## src/rtl/branch_predict_unit.sv

```systemverilog
// RV32I conditional-branch resolver with a direct-mapped table of 2-bit saturating counters.
// Optional statistics counters are built only when BPU_STATS_EN is defined.
module branch_predict_unit #(
    parameter int         XLEN        = 32,
    parameter int         BHT_ENTRIES = 64,
    parameter logic [1:0] INIT_STATE  = 2'b01
) (
    input  logic            clk,
    input  logic            rst,
    input  logic [31:0]     pred_pc,
    output logic            pred_taken,
    input  logic            res_valid,
    input  logic [31:0]     res_pc,
    input  logic [XLEN-1:0] in1,
    input  logic [XLEN-1:0] in2,
    input  logic [2:0]      br_sel,
    input  logic            res_pred,
    output logic            out_valid,
    output logic            br_taken,
    output logic            mispredict,
    output logic            br_illegal,
    input  logic            stats_clr,
    output logic [31:0]     stat_branches,
    output logic [31:0]     stat_mispred
);

    localparam int IDX_W = $clog2(BHT_ENTRIES);

    localparam logic [2:0] F3_BEQ  = 3'b000;
    localparam logic [2:0] F3_BNE  = 3'b001;
    localparam logic [2:0] F3_BLT  = 3'b100;
    localparam logic [2:0] F3_BGE  = 3'b101;
    localparam logic [2:0] F3_BLTU = 3'b110;
    localparam logic [2:0] F3_BGEU = 3'b111;

    // Two-bit saturating step: up on taken, down on not-taken, pinned at 11 and 00.
    function automatic logic [1:0] sat_update(input logic [1:0] cnt, input logic taken);
        logic [1:0] nxt;
        if (taken) begin
            if (cnt == 2'b11) begin
                nxt = cnt;
            end else begin
                nxt = cnt + 2'b01;
            end
        end else begin
            if (cnt == 2'b00) begin
                nxt = cnt;
            end else begin
                nxt = cnt - 2'b01;
            end
        end
        return nxt;
    endfunction

    logic [1:0]       bht_r [BHT_ENTRIES];
    logic [IDX_W-1:0] pred_idx_s;
    logic [IDX_W-1:0] res_idx_s;
    logic             eq_s;
    logic             lt_s;
    logic             ltu_s;
    logic             cond_s;
    logic             legal_s;
    logic             upd_s;
    logic             out_valid_r;
    logic             br_taken_r;
    logic             mispredict_r;
    logic             br_illegal_r;

    assign pred_idx_s = pred_pc[IDX_W+1:2];
    assign res_idx_s  = res_pc[IDX_W+1:2];
    assign eq_s       = (in1 == in2);
    assign lt_s       = ($signed(in1) < $signed(in2));
    assign ltu_s      = (in1 < in2);
    assign upd_s      = res_valid & legal_s;

    // No bypass: a same-cycle update is seen by fetch only from the next cycle.
    assign pred_taken = bht_r[pred_idx_s][1];

    // Decode funct3 into the branch condition; 010/011 are not branches.
    always_comb begin
        cond_s  = 1'b0;
        legal_s = 1'b1;
        case (br_sel)
            F3_BEQ:  cond_s = eq_s;
            F3_BNE:  cond_s = ~eq_s;
            F3_BLT:  cond_s = lt_s;
            F3_BGE:  cond_s = ~lt_s;
            F3_BLTU: cond_s = ltu_s;
            F3_BGEU: cond_s = ~ltu_s;
            default: begin
                cond_s  = 1'b0;
                legal_s = 1'b0;
            end
        endcase
    end

    // Train the indexed counter with the actual outcome of each legal resolve.
    always_ff @(posedge clk or posedge rst) begin
        if (rst) begin
            for (int i = 0; i < BHT_ENTRIES; i++) begin
                bht_r[i] <= INIT_STATE;
            end
        end else if (upd_s) begin
            bht_r[res_idx_s] <= sat_update(bht_r[res_idx_s], cond_s);
        end
    end

    // One-cycle result strobe with outcome, misprediction and illegal-code flags.
    always_ff @(posedge clk or posedge rst) begin
        if (rst) begin
            out_valid_r  <= 1'b0;
            br_taken_r   <= 1'b0;
            mispredict_r <= 1'b0;
            br_illegal_r <= 1'b0;
        end else if (res_valid) begin
            out_valid_r <= 1'b1;
            if (legal_s) begin
                br_taken_r   <= cond_s;
                mispredict_r <= cond_s ^ res_pred;
                br_illegal_r <= 1'b0;
            end else begin
                br_taken_r   <= 1'b0;
                mispredict_r <= 1'b0;
                br_illegal_r <= 1'b1;
            end
        end else begin
            out_valid_r  <= 1'b0;
            br_taken_r   <= 1'b0;
            mispredict_r <= 1'b0;
            br_illegal_r <= 1'b0;
        end
    end

    assign out_valid  = out_valid_r;
    assign br_taken   = br_taken_r;
    assign mispredict = mispredict_r;
    assign br_illegal = br_illegal_r;

`ifdef BPU_STATS_EN
    // Thirty-two bit increment that sticks at all-ones instead of wrapping.
    function automatic logic [31:0] sat_inc32(input logic [31:0] cnt);
        logic [31:0] nxt;
        if (cnt == 32'hFFFF_FFFF) begin
            nxt = cnt;
        end else begin
            nxt = cnt + 32'd1;
        end
        return nxt;
    endfunction

    logic [31:0] stat_branches_r;
    logic [31:0] stat_mispred_r;
    logic        unused_s;

    // Resolve statistics; a clear wins over a same-cycle increment.
    always_ff @(posedge clk or posedge rst) begin
        if (rst) begin
            stat_branches_r <= 32'h0;
            stat_mispred_r  <= 32'h0;
        end else if (stats_clr) begin
            stat_branches_r <= 32'h0;
            stat_mispred_r  <= 32'h0;
        end else if (upd_s) begin
            stat_branches_r <= sat_inc32(stat_branches_r);
            if (cond_s ^ res_pred) begin
                stat_mispred_r <= sat_inc32(stat_mispred_r);
            end
        end
    end

    assign stat_branches = stat_branches_r;
    assign stat_mispred  = stat_mispred_r;
    assign unused_s      = ^{pred_pc, res_pc};
`else
    logic unused_s;

    assign stat_branches = 32'h0;
    assign stat_mispred  = 32'h0;
    assign unused_s      = ^{pred_pc, res_pc, stats_clr};
`endif

endmodule

```

## config.mk

```make
export PLATFORM = sky130hd
export DESIGN_NAME = branch_predict_unit
export DESIGN_NICKNAME = d
export VERILOG_FILES = /design/src/rtl/branch_predict_unit.sv
export SDC_FILE = /design/constraint.sdc
export NUM_CORES = 1
export LEC_CHECK = 0
export BUFFER_PORTS_ARGS = -buffer_cell sky130_fd_sc_hd__buf_2
export CAP_MARGIN = 30
export CORE_UTILIZATION = 49
export CTS_CLUSTER_DIAMETER = 120
export DETAILED_ROUTE_END_ITERATION = 10
export PLACE_DENSITY = 0.79
export REMOVE_ABC_BUFFERS = 1
export SYNTH_ARGS = -nofsm -noshare
export SYNTH_HDL_FRONTEND = slang
export SYNTH_SLANG_ARGS = --single-unit
```

## constraint.sdc

```tcl
create_clock -name clk -period 4.3 [get_ports clk]
set_clock_uncertainty 0.2 [all_clocks]
set_input_delay 0.645 -clock clk [delete_from_list [all_inputs] [get_ports clk]]
set_output_delay 0.645 -clock clk [all_outputs]
set_load 0.02 [all_outputs]
```

==> key figures, run 1 <==
Synth
  • Flops & latches, synth: approximately 130
  • Post-synthesis sequential area ratio: ~41%
  • Post-synth EDFFs: 0
  • Post-synth top flop: dfrtp_1
  • Post-Syn Area: 8190 sq um
  • Post-synth ARST share: between 90% and 100%
  • Synth area leaders: dfrtp_1 21%, dfstp_2 21%, nand2_1 9.7%, mux4_2 9.6%, buf_4 6.3%
  • Top-area cell type share of the netlist area: between 20% and 30%
  • Ys Warns: 0
  • Syn_area_per_cell: 9.62 sq um
  • Leading area contributor after synthesis: dfrtp_1
  • Post-Syn Instances: between 800 and 900
  • Netlist cell types: 55

Setup path
  • Worst flop-to-flop path startpoint: bht_r[97]
  • CP endpoint kind: output port
  • Startpoint types: input pin
  • Critical path launch point: pred_pc[2]
  • CP cell instances: buf_2 > buf_12 > mux4_2 > mux4_2 > mux4_2 > buf_2
  • CP most frequent cell: mux4_2
  • Critical path's largest stage delay: approximately 0.54 ns
  • Flop2flop setup slack: 1.47 ns
  • CP max stage cell: mux4_2
  • Arr. time, crit path: ~3 ns
  • Worst Path Buf+Inv: 3
  • Worst Path Max Fanout: 9
  • Kind of cell adding the most delay to the critical path: multiplexers
  • Required @ worst endpoint: 3.45 ns
  • Critical path type: in2out

Power
  • Max rail drop VDD: around 0.34 mV
  • Total leakage power: 4.09 nW
  • Cell Pwr Density: just under 400 nW/um^2

Detailed routing
  • Number of remaining DRC errors: 0
  • Vias: 6585
  • Vias per cell: roughly 5.6
  • DRT antenna net count: 0
  • Initial detailed-routing violation count: about 460
  • WL final: about 21 mm
  • Mean routed wirelength per cell: ~18 microns
  • Initial DRT Pass Iterations: 5

Place
  • IO buf count: between 80 and 90
  • Placed Cells: about 1100
  • GP Congestion: ~0.93
  • Dpl hpwl: 15.0 mm

STA
  • Setup TNS: 0 ns
  • Final setup violation count: 0
  • Hold Violations, Final: 0
  • Rel. slew slack: around 30%
  • Worst slew pin tran: 1.05 ns
  • Final Critical Period: ~3.8 ns
  • RSZ-0062 raised after global routing: false
  • Slew Viols, Final: 0
  • Period Utilization, post-route: between 80% and 90%
  • Max Freq: roughly 260 MHz

Clocking
  • Total CTS buffers: 17
  • TritonCTS clock tree: done
  • Max clock buf depth: 2
  • Root buf cell: clkbuf_16
  • Sink Count: about 130
  • Reg clk slew, reported paths: approximately 0.05 ns
  • Post-CTS Setup Bufs: 0
  • H-tree depth: 4
  • Cts hold-fix bufs: 0
  • Cts repair resizes: 0
  • Clk_lat worst skew: approximately 0.42 ns

Floorplanning
  • Die Ht: 131 microns
  • Core Rows: between 40 and 50
  • Die width: around 130 microns
  • I/O Pins: between 200 and 250
  • Initial Util: 50.8%
  • Die area: 17200 sq um
  • Core Box Area: about 16000 sq um

Layout
  • Fin nets: between 1000 and 1500
  • # diodes: 0
  • Area grow syn2layout: 13.9%
  • Layout cell share with drive strength beyond 1: 30.0%
  • Fin cells: 1179

Flow run
  • # Max-Cap Violations: 0

GRT
  • Initial antenna violation count: 0
  • Global-route wire length before repair: between 30 and 40 mm
  • Vias in the first global route: about 6300
  • GRT overflow: 0
  • Total GRT Usage: approximately 25%
  • Largest net degree at the start of global routing: 63

Outcome
  • Outcome: complete, no violations

Min path
  • HP Class: in2async
## cells in the mapped netlist (4+ instances only)
cell type / count
nand2_1: 212
o21ai_1: 86
buf_4: 69
dfrtp_1: 68
dfstp_2: 64
inv_1: 37
mux4_2: 35
o21ai_2: 34
ha_1: 32
nor2_1: 23
a21oi_1: 20
o21ai_0: 18
mux2i_1: 16
nand3_1: 13
buf_6: 12
a221oi_1: 9
buf_2: 9
a22oi_1: 7
clkbuf_1: 7
a31oi_1: 6
mux2_2: 6
nand4_1: 6
nor2b_1: 6
nor3_1: 5
and3_1: 4
nand2b_1: 4
## layer usage
layer  global-route usage, %  routed length, microns  vias up
met2                    39.3                    9640      394
met3                    8.10                    2370       73
met1                    32.0                    8150     3018
li1                        -                       -     3100
met5                       0                       0        -
met4                    11.1                     814        0
## area by class of cell
cell class	instances	area [sq um]
fill	1349	6790
multi-input combinational	646	4170
sequential	132	3380
timing repair buffer	116	713
clock buffer	20	447
tap	216	270
clock inverter	12	203
inverter	37	141
## registers in the layout, summed over array words and instances, names as in the netlist
signal,cells
bht_r,128
br_illegal,1
br_taken,1
mispredict,1
out_valid,1
## through the flow
step	setup slack [ns]	cell area, sq um	power (mW)	hold WS, ns	utilization (%)
floorplan	0.0349	7690	1.83	0.242	-
global placement	0.155	8680	2.04	0.249	53.8
detailed placement	0.124	8680	2.06	0.255	53.9
CTS	0.497	9330	3.67	0.184	57.9
global route	0.428	9330	3.79	0.221	57.9
finish	0.517	9330	3.66	0.167	57.9
## cell families (layout without fill, tap and decap cells)
family,after synthesis,in the layout,synth area share (%)
XOR/XNOR,3,3,0.321
AO/OA/AOI/OAI,199,199,15.1
multiplexers,57,57,12.4
other,1,64,0.0458
adder cells (fa/ha/maj),34,34,5.22
AND/OR/NAND/NOR,289,289,14.9
flip-flops,132,132,41.3
buffers and inverters,136,185,10.6
## where the power goes
| group | total (mW) | internal [mW] | switching, mW |
|---|---|---|---|
| Sequential | 1.46 | 1.40 | 0.0635 |
| Clock | 1.61 | 1.05 | 0.562 |
| Combinational | 0.587 | 0.222 | 0.365 |
| Total | 3.66 | 2.67 | 0.991 |
## cell usage in the layout (no fill, tap or decap), drive strengths merged, types with 3 or more instances in the layout
| cell type | n |
|---|---|
| inv | 40 |
| nand2b | 4 |
| clkbuf | 20 |
| a221oi | 9 |
| nor3 | 5 |
| dfstp | 64 |
| ha | 32 |
| o21ai | 138 |
| nor3b | 3 |
| nand3 | 13 |
| nand4 | 6 |
| a31oi | 6 |
| and4 | 3 |
| mux2i | 16 |
| conb | 64 |
| nor2 | 23 |
| bufinv | 5 |
| o22ai | 3 |
| and3 | 4 |
| buf | 116 |
| mux4 | 35 |
| nor2b | 6 |
| mux2 | 6 |
| dfrtp | 68 |
| a21oi | 20 |
| clkinv | 3 |
| a22oi | 7 |
| nand2 | 212 |
## final timing paths
check / cells after the start / to
worst max-delay path: 6 / pred_taken
worst min-delay path: 2 / br_illegal
worst max register to register: 8 / bht_r[85]
worst min register to register: 2 / bht_r[8]
max in group asynchronous: 3 / bht_r[64]
min in group clk: 1 / out_valid
No activity file was read; power rests on OpenSTA's default activity.
==> run 2: changes to the inputs <==
CORE_UTILIZATION = 35   (was 49)
PLACE_DENSITY = 0.61   (was 0.79)
==> key figures, run 2 (synthesis results as in run 1) <==
Detailed routing
  • WL final: 22.2 mm (+5.8%)
  • Initial detailed-routing violation count: 458 (+0.44%)
  • Number of remaining DRC errors: 0 (unchanged)
  • DRT antenna net count: 0 (unchanged)
  • Mean routed wirelength per cell: 17.3 microns (-2.7%)
  • Vias: 6445 (-2.1%)
  • Vias per cell: 5.03 (-9.9%)
  • Initial DRT Pass Iterations: 5 (unchanged)

GRT
  • Largest net degree at the start of global routing: 45 (-29%)
  • Global-route wire length before repair: 34.7 mm (+3.9%)
  • Total GRT Usage: 19.2% (-6.0 points)
  • GRT overflow: 0 (unchanged)
  • Initial antenna violation count: 0 (unchanged)
  • Vias in the first global route: 6142 (-2.2%)

Layout
  • # diodes: 0 (unchanged)
  • Layout cell share with drive strength beyond 1: 30.5% (+0.46 points)
  • Max reg flops: 128 (unchanged)
  • Fin util: 41.6% (-16 points)
  • Layout fillers: 2217 (+64%)
  • Fin nets: 1123 (+0.45%)
  • Leading cell types in the layout, fill and taps excluded: 212 x nand2_1, 87 x buf_2, 86 x o21ai_1
  • Area grow syn2layout: 15.8%
  • Commonest non-fill, non-tap cell in the layout: nand2_1
  • Largest Register: bht_r

Setup path
  • CP max stage cell: mux4_2
  • Critical path type: in2out
  • Startpoint types: input pin
  • FF-to-FF End: bht_r[55]
  • Required @ worst endpoint: 3.45 ns (about the same)
  • Critical path's largest stage delay: 0.53 ns (about the same)
  • Kind of cell adding the most delay to the critical path: multiplexers
  • Worst Path Max Fanout: 10 (+1)
  • CP most frequent cell: mux4_2
  • CP cell instances: buf_2 > buf_12 > mux4_2 > mux4_2 > mux4_2 > buf_2
  • Flop2flop setup slack: 1.36 ns (-0.11 ns)
  • Arr. time, crit path: 2.85 ns (-0.09 ns)
  • Worst flop-to-flop path startpoint: bht_r[85]
  • Worst Path Buf+Inv: 3 (unchanged)
  • Cells on worst reg2reg path: 8 (unchanged)
  • Critical path launch point: pred_pc[2]
  • CP endpoint kind: output port

Clocking
  • H-tree depth: 4 (unchanged)
  • Post-CTS Setup Bufs: 0 (unchanged)
  • Cts repair resizes: 0 (unchanged)
  • Sink Count: 132 (unchanged)
  • TritonCTS clock tree: done
  • Total CTS buffers: 17 (unchanged)
  • Max clock buf depth: 2 (unchanged)
  • Cts hold-fix bufs: 0 (unchanged)
  • Clk_lat worst skew: 0.43 ns (about the same)
  • Reg clk slew, reported paths: 0.06 ns (about the same)
  • Root buf cell: clkbuf_16

Place
  • GP Congestion: 0.836 (-10%)
  • Dpl hpwl: 15.9 mm (+6.3%)
  • IO buf count: 87 (unchanged)

Power
  • Cell Pwr Density: 377 nW/um^2 (-3.9%)
  • Max rail drop VDD: 0.314 mV (-8.0%)
  • Final Power: 3.58 mW (-2.3%)
  • Total leakage power: 4.11 nW (+0.39%)

Floorplanning
  • Die Ht: 155 microns (+18%)
  • Die width: 155 microns (+18%)
  • Core Rows: 55 (+20%)
  • Initial Util: 36.0% (-15 points)
  • I/O Pins: 205 (unchanged)
  • Die area: 24000 sq um (+39%)
  • Core Box Area: 22800 sq um (+41%)

STA
  • Setup TNS: 0 ns (unchanged)
  • Slew Viols, Final: 0 (unchanged)
  • Max Freq: 270 MHz (+2.3%)
  • Period Utilization, post-route: 86.0% (-2.0 points)
  • Rel. slew slack: 47.4% (+17 points)
  • Worst slew pin tran: 0.786 ns (-0.261 ns)
  • Final Critical Period: 3.70 ns (-0.0858 ns)
  • Final setup violation count: 0 (unchanged)
  • RSZ-0062 raised after global routing: false
  • Hold Violations, Final: 0 (unchanged)

Outcome
  • Outcome: complete, no violations

Min path
  • HP Class: in2async

Flow run
  • # Max-Cap Violations: 0 (unchanged)
## run 2: worst max path at each step
stage,end,slack [ns],cells after the start
floorplan,bht_r[101],0.03,1
global placement,bht_r[3],0.42,13
detailed placement,bht_r[55],0.38,13
CTS,pred_taken,0.56,6
global route,pred_taken,0.53,6
finish,pred_taken,0.60,6
## run 2: through the flow
step	hold WS (ns)	std cells	cell area (sq um)	setup slack, ns
after floorplan	0.242	815	7690	0.0349
after global placement	0.250	1249	8870	0.416
after detailed placement	0.255	1249	8870	0.381
after CTS	0.127	1281	9490	0.562
after global routing	0.156	1281	9490	0.533
final	0.106	1281	9490	0.602
## run 2: report_power, final
group / switching (mW) / internal [mW]
clock network: 0.564 / 0.959
logic: 0.368 / 0.226
registers: 0.0611 / 1.40
## run 2: area by class of cell
| cell class | count | area (sq um) | area share (%) |
|---|---|---|---|
| Clock buffer | 21 | 470 | 4.96 |
| Clock inverter | 11 | 149 | 1.57 |
| Inverter | 37 | 141 | 1.49 |
| Multi-Input combinational cell | 646 | 4170 | 44.0 |
| Sequential cell | 132 | 3380 | 35.7 |
| Tap cell | 313 | 392 | 4.13 |
| Timing Repair Buffer | 121 | 778 | 8.20 |
## run 2: metal layers
metal	part of all wire, %	GRT usage [%]	vias up
met5	0	0	-
met4	1.7	6.41	0
met3	7.6	3.43	29
met2	47	31.2	295
met1	43	25.9	3030
li1	-	-	3091
==> run 3: changes to the inputs <==
ABC_AREA = 1   (was not set)
PLACE_DENSITY = 0.6   (was 0.61)
SLEW_MARGIN = 30   (was not set)
==> key figures, run 3 <==
Floorplanning
  • Initial Util: 35.6% (-0.33 points)
  • I/O Pins: 205 (unchanged)
  • Die width: 162 microns (+4.6%)
  • Die area: 26300 sq um (+9.4%)
  • Die Ht: 162 microns (+4.6%)
  • Core Box Area: 25200 sq um (+11%)
  • Core Rows: 58 (+5.5%)

Clocking
  • Cts hold-fix bufs: 0 (unchanged)
  • Clk_lat worst skew: 0.44 ns (about the same)
  • Max clock buf depth: 2 (unchanged)
  • Total CTS buffers: 17 (unchanged)
  • Root buf cell: clkbuf_16
  • Cts repair resizes: 0 (unchanged)
  • TritonCTS clock tree: done
  • Post-CTS Setup Bufs: 0 (unchanged)
  • Reg clk slew, reported paths: 0.06 ns (about the same)
  • Sink Count: 132 (unchanged)
  • H-tree depth: 4 (unchanged)

Setup path
  • Critical path type: in2out
  • Required @ worst endpoint: 3.45 ns (about the same)
  • Arr. time, crit path: 2.72 ns (-0.13 ns)
  • Startpoint types: input pin
  • CP endpoint kind: output port
  • Worst Path Max Fanout: 19 (+9)

STA
  • Rel. slew slack: 41.1% (-6.3 points)
  • Final Critical Period: 3.57 ns (-0.130 ns)
  • Worst slew pin tran: 0.882 ns (+0.0960 ns)
  • Final setup violation count: 0 (unchanged)
  • Setup TNS: 0 ns (unchanged)
  • Max Freq: 280 MHz (+3.7%)
  • WHS: 0.142 ns (+0.0360 ns)
  • Hold Violations, Final: 0 (unchanged)
  • RSZ-0062 raised after global routing: false
  • Slew Viols, Final: 0 (unchanged)
  • Period Utilization, post-route: 83.0% (-3.0 points)

Place
  • IO buf count: 87 (unchanged)
  • Dpl hpwl: 17.7 mm (+11%)
  • GP Congestion: 0.911 (+9.0%)
  • Placed Cells: 1741 (+39%)

Synth
  • Flops & latches, synth: 132 (unchanged)
  • Post-synthesis sequential area ratio: 37.7% (-3.6 points)
  • Post-Syn Instances: 1349 (+59%)
  • Top-count cell post-synth: nand2_1
  • Leading area contributor after synthesis: nand2_1
  • Top-area cell type share of the netlist area: 25.6% (+4.8 points)
  • Post-Syn Area: 8970 sq um (+9.5%)
  • Ys Warns: 0 (unchanged)
  • Post-synth ARST share: 100% (unchanged)
  • Netlist cell types: 37 (-33%)
  • Post-synth EDFFs: 0 (unchanged)
  • Top cells by count, synth: 611 x nand2_1, 153 x inv_1, 111 x nor2_1
  • Post-synth top flop: dfrtp_1
  • Synth area leaders: nand2_1 26%, dfrtp_1 19%, dfstp_2 19%, inv_1 6.4%, buf_4 5.6%
  • Syn_area_per_cell: 6.65 sq um (-31%)

Layout
  • Leading cell types in the layout, fill and taps excluded: 611 x nand2_1, 152 x inv_1, 111 x nor2_1
  • Max reg flops: 128 (unchanged)
  • Fin nets: 1598 (+42%)
  • Layout cell share with drive strength beyond 1: 14.8% (-16 points)
  • Fin cells: 1773 (+38%)
  • Fin util: 40.1% (-1.6 points)
  • Largest Register: bht_r
  • Layout fillers: 2660 (+20%)
  • Commonest non-fill, non-tap cell in the layout: nand2_1
  • Area grow syn2layout: 12.5%
  • # diodes: 0 (unchanged)

Detailed routing
  • Vias per cell: 4.78 (-5.0%)
  • WL final: 25.8 mm (+16%)
  • Mean routed wirelength per cell: 14.6 microns (-16%)
  • Initial detailed-routing violation count: 618 (+35%)
  • Vias: 8477 (+32%)
  • DRT antenna net count: 0 (unchanged)
  • Number of remaining DRC errors: 0 (unchanged)
  • Initial DRT Pass Iterations: 7 (+2)

Outcome
  • Outcome: complete, no violations

Power
  • Internal: 2.52 mW (-2.2%)
  • Sw Pwr: 0.973 mW (-2.0%)
  • Max rail drop VDD: 0.284 mV (-9.4%)
  • Switching Fraction: 27.8% (+0.046 points)
  • Flop pwr share: 40.1% (-0.7 points)
  • Total leakage power: 5.19 nW (+26%)
  • Cell Pwr Density: 346 nW/um^2 (-8.1%)
  • Share of total power in the clock network: 45.3% (+2.7 points)
  • Comb pwr share: 14.6% (-2.0 points)

GRT
  • Global-route wire length before repair: 40.9 mm (+18%)
  • Total GRT Usage: 20.3% (+1.1 points)
  • Vias in the first global route: 8094 (+32%)
  • Largest net degree at the start of global routing: 77 (+71%)
  • Initial antenna violation count: 0 (unchanged)
  • GRT overflow: 0 (unchanged)

Min path
  • HP Class: in2async

Flow run
  • # Max-Cap Violations: 0 (unchanged)
run 3: cell types whose count changed after synthesis, moves of 34 or more:
cell     previous run  this run
inv_1              37       153
mux4_2             35         0
nand2_1           212       611
nor2_1             23       111
o21ai_1            86         6
o21ai_2            34         0
run 3: worst max-delay path, stage by stage:
cell	delay (ns)
buf_2	0.39
inv_1	0.40
o21ai_0	0.17
a21oi_1	0.05
o311ai_0	0.54
nand3_1	0.15
nand3_1	0.12
nand2_1	0.08
buf_2	0.16
run 3: cell type report:
cell class              instances  area (sq um)  area share, %
clock buffers                  22           474           4.70
repair buffers                103           593           5.87
clock inverters                10           153           1.51
inverters                     162           613           6.07
multi-input cells            1014          4470           44.3
flip-flops and latches        132          3380           33.5
well taps                     330           413           4.09
run 3: path summary, 6_finish.rpt:
check	start	end	slack, ns	cells past startpoint
max	pred_pc[3]	pred_taken	0.73	9
min in group clk	res_valid	out_valid	0.21	1
max in group asynchronous	rst	bht_r[96]	2.94	3
min reg2reg	bht_r[92]	bht_r[92]	0.27	2
min	rst	bht_r[21]	0.14	2
max reg2reg	bht_r[8]	bht_r[11]	1.87	15
run 3: per-layer routing:
layer	share of wire, %	up-vias	GRT usage [%]	wire [microns]
met1	43	3875	25.1	11100
li1	-	4182	-	-
met4	2.0	0	7.55	529
met5	0	-	0	0
met2	46	377	33.8	11800
met3	9.1	43	5.21	2350
run 3: cells by family after synthesis:
logic type,count (synthesis),synth area share [%]
other cells,1,0.0418
fa+ha+maj,32,4.46
buf+inv,266,15.1
compound gates,128,8.05
flops,132,37.7
simple gates,790,34.6
run 3: power groups by stage:
stage | Sequential [mW] | Combinational, mW | Clock (mW)
6_report | 1.40 | 0.511 | 1.58
2_1_floorplan | 1.41 | 0.316 | 0
3_5_place_dp | 1.42 | 0.512 | 0
5_1_grt | 1.41 | 0.576 | 1.64
3_3_place_gp | 1.42 | 0.505 | 0
4_1_cts | 1.40 | 0.513 | 1.60
run 3: metrics by stage:
stage	power (mW)	setup WS, ns	area [sq um]
floorplan	1.73	0.0349	8460
global placement	1.93	0.853	9470
detailed placement	1.93	0.842	9470
CTS	3.52	0.824	10100
global route	3.63	0.565	10100
finish	3.50	0.733	10100
